## config.mk

```make
export PLATFORM = sky130hd
export DESIGN_NAME = uart_rx_keypad
export DESIGN_NICKNAME = d
export VERILOG_FILES = /design/src/rtl/uart_rx_keypad.sv
export SDC_FILE = /design/constraint.sdc
export NUM_CORES = 1
export LEC_CHECK = 0
export ABC_AREA = 1
export BUFFER_PORTS_ARGS = -buffer_cell sky130_fd_sc_hd__clkbuf_2
export CAP_MARGIN = 20
export CORE_MARGIN = 5
export CORE_UTILIZATION = 50
export DETAILED_ROUTE_END_ITERATION = 10
export GPL_TIMING_DRIVEN = 0
export PLACE_DENSITY = 0.65
export SYNTH_ARGS = -nofsm -noshare
export SYNTH_HDL_FRONTEND = slang
export SYNTH_SLANG_ARGS = --single-unit
```

## constraint.sdc

```tcl
create_clock -name clk -period 2.2 [get_ports clk]
set_clock_uncertainty 0.2 [all_clocks]
set_input_delay 0.44 -clock clk [delete_from_list [all_inputs] [get_ports clk]]
set_output_delay 0.44 -clock clk [all_outputs]
set_load 0.02 [all_outputs]
```

## src/rtl/uart_rx_keypad.sv

```systemverilog
// 8N1 UART receiver (LSB first) with framing-error detection and keypad ASCII
// to 4-bit key-code mapping for remote key presses.
module uart_rx_keypad #(
  parameter int DELAY_FRAMES    = 2812,
  parameter int HALF_DELAY_WAIT = DELAY_FRAMES / 2
) (
  input  logic       clk,
  input  logic       rst,
  input  logic       uart_rx,
  output logic [7:0] data,
  output logic       data_valid,
  output logic       frame_err,
  output logic [3:0] key_code,
  output logic       key_valid,
  output logic       busy
);

  localparam logic [2:0] IDLE  = 3'd0;
  localparam logic [2:0] START = 3'd1;
  localparam logic [2:0] DATA  = 3'd2;
  localparam logic [2:0] STOP  = 3'd3;
  localparam logic [2:0] BRK   = 3'd4;

  localparam logic [11:0] BIT_LAST  = 12'(DELAY_FRAMES - 1);
  localparam logic [11:0] HALF_LAST = 12'(HALF_DELAY_WAIT - 1);

  logic [2:0]  state;
  logic        rx_meta;
  logic        rx_s;
  logic [11:0] cnt;
  logic [2:0]  bit_idx;
  logic [7:0]  shift;
  logic        map_hit;
  logic [3:0]  map_code;

  assign busy = (state != IDLE);

  always_ff @(posedge clk or negedge rst) begin
    if (!rst) begin
      rx_meta <= 1'b1;
      rx_s    <= 1'b1;
    end else begin
      rx_meta <= uart_rx;
      rx_s    <= rx_meta;
    end
  end

  // Shift register is complete by the time STOP samples, so the map is stable then.
  always_comb begin
    map_hit  = 1'b0;
    map_code = 4'h0;
    if (shift >= 8'h30 && shift <= 8'h39) begin
      map_hit  = 1'b1;
      map_code = shift[3:0];
    end else if (shift >= 8'h41 && shift <= 8'h44) begin
      map_hit  = 1'b1;
      map_code = shift[3:0] + 4'h9;
    end else if (shift == 8'h2A) begin
      map_hit  = 1'b1;
      map_code = 4'hF;
    end else if (shift == 8'h23) begin
      map_hit  = 1'b1;
      map_code = 4'hE;
    end
  end

  always_ff @(posedge clk or negedge rst) begin
    if (!rst) begin
      state      <= IDLE;
      cnt        <= 12'd0;
      bit_idx    <= 3'd0;
      shift      <= 8'h00;
      data       <= 8'h00;
      key_code   <= 4'h0;
      data_valid <= 1'b0;
      frame_err  <= 1'b0;
      key_valid  <= 1'b0;
    end else begin
      data_valid <= 1'b0;
      frame_err  <= 1'b0;
      key_valid  <= 1'b0;
      case (state)
        IDLE: begin
          cnt <= 12'd0;
          if (!rx_s) state <= START;
        end
        START: begin
          if (cnt == HALF_LAST) begin
            cnt <= 12'd0;
            if (rx_s) begin
              state <= IDLE;
            end else begin
              state   <= DATA;
              bit_idx <= 3'd0;
            end
          end else begin
            cnt <= cnt + 12'd1;
          end
        end
        DATA: begin
          if (cnt == BIT_LAST) begin
            cnt            <= 12'd0;
            shift[bit_idx] <= rx_s;
            if (bit_idx == 3'd7) state <= STOP;
            else bit_idx <= bit_idx + 3'd1;
          end else begin
            cnt <= cnt + 12'd1;
          end
        end
        STOP: begin
          // Leaving at mid-stop-bit lets an immediately following start bit be seen.
          if (cnt == BIT_LAST) begin
            cnt <= 12'd0;
            if (rx_s) begin
              state      <= IDLE;
              data       <= shift;
              data_valid <= 1'b1;
              if (map_hit) begin
                key_code  <= map_code;
                key_valid <= 1'b1;
              end
            end else begin
              state     <= BRK;
              frame_err <= 1'b1;
            end
          end else begin
            cnt <= cnt + 12'd1;
          end
        end
        BRK: begin
          cnt <= 12'd0;
          if (rx_s) state <= IDLE;
        end
        default: begin
          state <= IDLE;
          cnt   <= 12'd0;
        end
      endcase
    end
  end

endmodule

```

==> out/metrics.cfg <==
[timing]
hold_viol_final = 0
fmax_mhz = 517
post-route-period-util_pct = 88.0
maxSlewHeadroom_pct = 59.3
period_needed_ns = 1.94
worst_pin_slew_ns = 0.606
finalSetupViolCount = 0
finalSetupTns_ns = 0
slew_violations = 0
grt_setup_unrepaired = no

[logic_synthesis]
synth_area_leader_cell = dfrtp_1
netlist_instances = 306
async_reset_ff_share_pct = 100
netlist_top_cells_area = dfrtp_1, nand2_1, ha_1
seq_area_frac_synth_pct = 43.4
synth_seq_cells = 43
synth.top_cell.area_share_pct = 41.3
synth_cell_types = 30
syn_area_um2 = 2490
synth_edf_count = 0
ys_warn_count = 0
postSynthAreaPerCell_um2 = 8.12
ys.flop_type = dfrtp_1
synth_nets = 318

[detailed_routing]
vias_per_cell = 4.86
wl_per_cell_um = 11.4
num_vias = 1948
drcViolationCount = 0
antenna_left = 0
routed_wl_mm = 4.59
drtIter0Drc = 89
first_pass_iters = 4

[finish]
n_fill_cell = 470
layout-drive-gt1-share_pct = 22.2
antenna_cells = 0
syn_to_final_growth_pct = 11.5
post-route-util_pct = 57.9
nets = 345
multiInputGateArea_um2 = 1200
seq_area_um2 = 1080
layout.cells.most_common = nand2_1
final_cell_mix = nand2_1, dfrtp_1, inv_1

[pwr]
power_leakage_uw = 0.00133
p_per_area_nw_per_um2 = 466
peakVddDrop_mv = 0.337

[setup_path]
reg2reg_depth = 9
r2r_end = key_code[0]
start_kind = flop
worst-path-max-fanout = 7
crit_start = shift[0]
critPathKind = flop to flop
crit_chain = inv_1 -> ha_1 -> o21ai_2 -> nand2_1 -> nand2_1 -> nand3_2 -> nand2_1 -> nor2_1 -> nor2_1
cpMostUsedCell = nand2_1
path_depth = 9
path_buf_inv = 1
endpoint = key_code[0]
r2r_slack_ns = 0.26
crit_required_ns = 2.22
critPathArrivalTime_ns = 1.95
endpoint_kind = flop
r2r-start = shift[0]
slowest_stage = dfrtp_1
cp_top_family = simple AND/OR/NAND/NOR gates
cp_slowest_stage_delay_ns = 0.48

[place]
port_buffers = 18
dp_hpwl_mm = 3.56
gp_congestion = 0.832

[clocking]
cts_inserted_buffers = 5
h-tree-depth = 2
clk_pin_slew_ns = 0.07
cts.sinks = 43
cts_tree = built
max-clock-path-buffers = 2
clk-insertion-delay-late_ns = 0.29
clockRootBuffer = clkbuf_8

[floorplan]
die_h_um = 80.5
initial_utilization_pct = 51.9
core_area_um2 = 4790
rows = 25
ios = 19
die_area_um2 = 6480
fp.dieW_um = 80.5

[global_routing]
grt_pass1_wl_mm = 8.37
grt_pass1_vias = 1866
overflow = 0
grt_max_degree = 44
antenna_found_initial = 0
grt_util_all_layers_pct = 16.5

[worst_hold_path]
hold_class = input pin to flop

[run]
maxCapViolCount = 0

[status]
status = completed

layer usage:
| layer | wire length [um] | GRT usage, % |
|---|---|---|
| met1 | 2380 | 22.0 |
| met2 | 1990 | 26.7 |
| met3 | 172 | 4.15 |
| met4 | 46 | 4.05 |
| met5 | 0 | 0 |
power breakdown:
part / leakage [uW] / switching, uW / internal (uW) / total (uW)
Clock: 0.0000422 / 249 / 223 / 472
Combinational: 0.000709 / 19.4 / 7.02 / 26.4
Sequential: 0.000579 / 1.56 / 793 / 795
Total: 0.00133 / 270 / 1020 / 1290
stage by stage:
stage	hold slack (ns)	cell area (um^2)	setup slack, ns	total power, uW	std cells
3_5_place_dp	0.147	2660	0.268	833	391
4_1_cts	0.0142	2740	0.240	1310	399
2_1_floorplan	-0.0556	2490	0.524	814	306
3_3_place_gp	0.146	2660	0.270	833	391
6_report	0.0247	2770	0.265	1290	401
5_1_grt	0.00742	2770	0.0530	1350	401
cells in the mapped netlist (2+ instances only):
| cell | count |
|---|---|
| a21oi_1 | 3 |
| buf_6 | 2 |
| dfrtp_1 | 41 |
| dfstp_2 | 2 |
| ha_1 | 9 |
| inv_1 | 30 |
| inv_2 | 8 |
| nand2_1 | 75 |
| nand2_2 | 7 |
| nand2_4 | 3 |
| nand3_1 | 21 |
| nand3_2 | 3 |
| nand4_1 | 8 |
| nor2_1 | 29 |
| nor2_2 | 12 |
| nor2_4 | 4 |
| nor3_1 | 11 |
| o21ai_0 | 12 |
| o21ai_1 | 9 |
| xnor2_1 | 3 |
| xor2_1 | 5 |
cell families after synthesis:
family	share of synthesized area [%]
xor gates and xnor gates	2.82
DFF	43.4
adders and majority gates	4.53
and+or+nand+nor	35.5
buffers and inverters	8.20
AOI/OAI and AO/OA	5.54
flip-flops by register name (all words and copies together), names as in the netlist:
signal,cells
cnt,12
data,8
shift,8
key_code,4
bit_idx,3
state,3
data_valid,1
frame_err,1
key_valid,1
rx_meta,1
rx_s,1
how the worst min path moves through the flow:
stage,start,end,cells past startpoint
6_report,uart_rx,rx_meta,1
4_1_cts,uart_rx,rx_meta,1
5_1_grt,uart_rx,rx_meta,1
2_1_floorplan,rst,bit_idx[0],0
3_3_place_gp,rx_meta,rx_s,0
3_5_place_dp,rx_meta,rx_s,0
cell type report:
| cell class | instances | area share, % |
|---|---|---|
| Inverter | 38 | 5.15 |
| Timing Repair Buffer | 20 | 4.33 |
| Sequential cell | 43 | 38.9 |
| Clock inverter | 1 | 0.181 |
| Multi-Input combinational cell | 220 | 43.4 |
| Buffer | 5 | 2.21 |
| Clock buffer | 7 | 2.75 |
| Tap cell | 67 | 3.02 |
timing repair:
item	in CTS	in global routing
hold endpoints to repair	0	11
setup buffers	0	0
hold buffers	0	1
resized for setup	0	0
(Power assumes the default switching activity.)
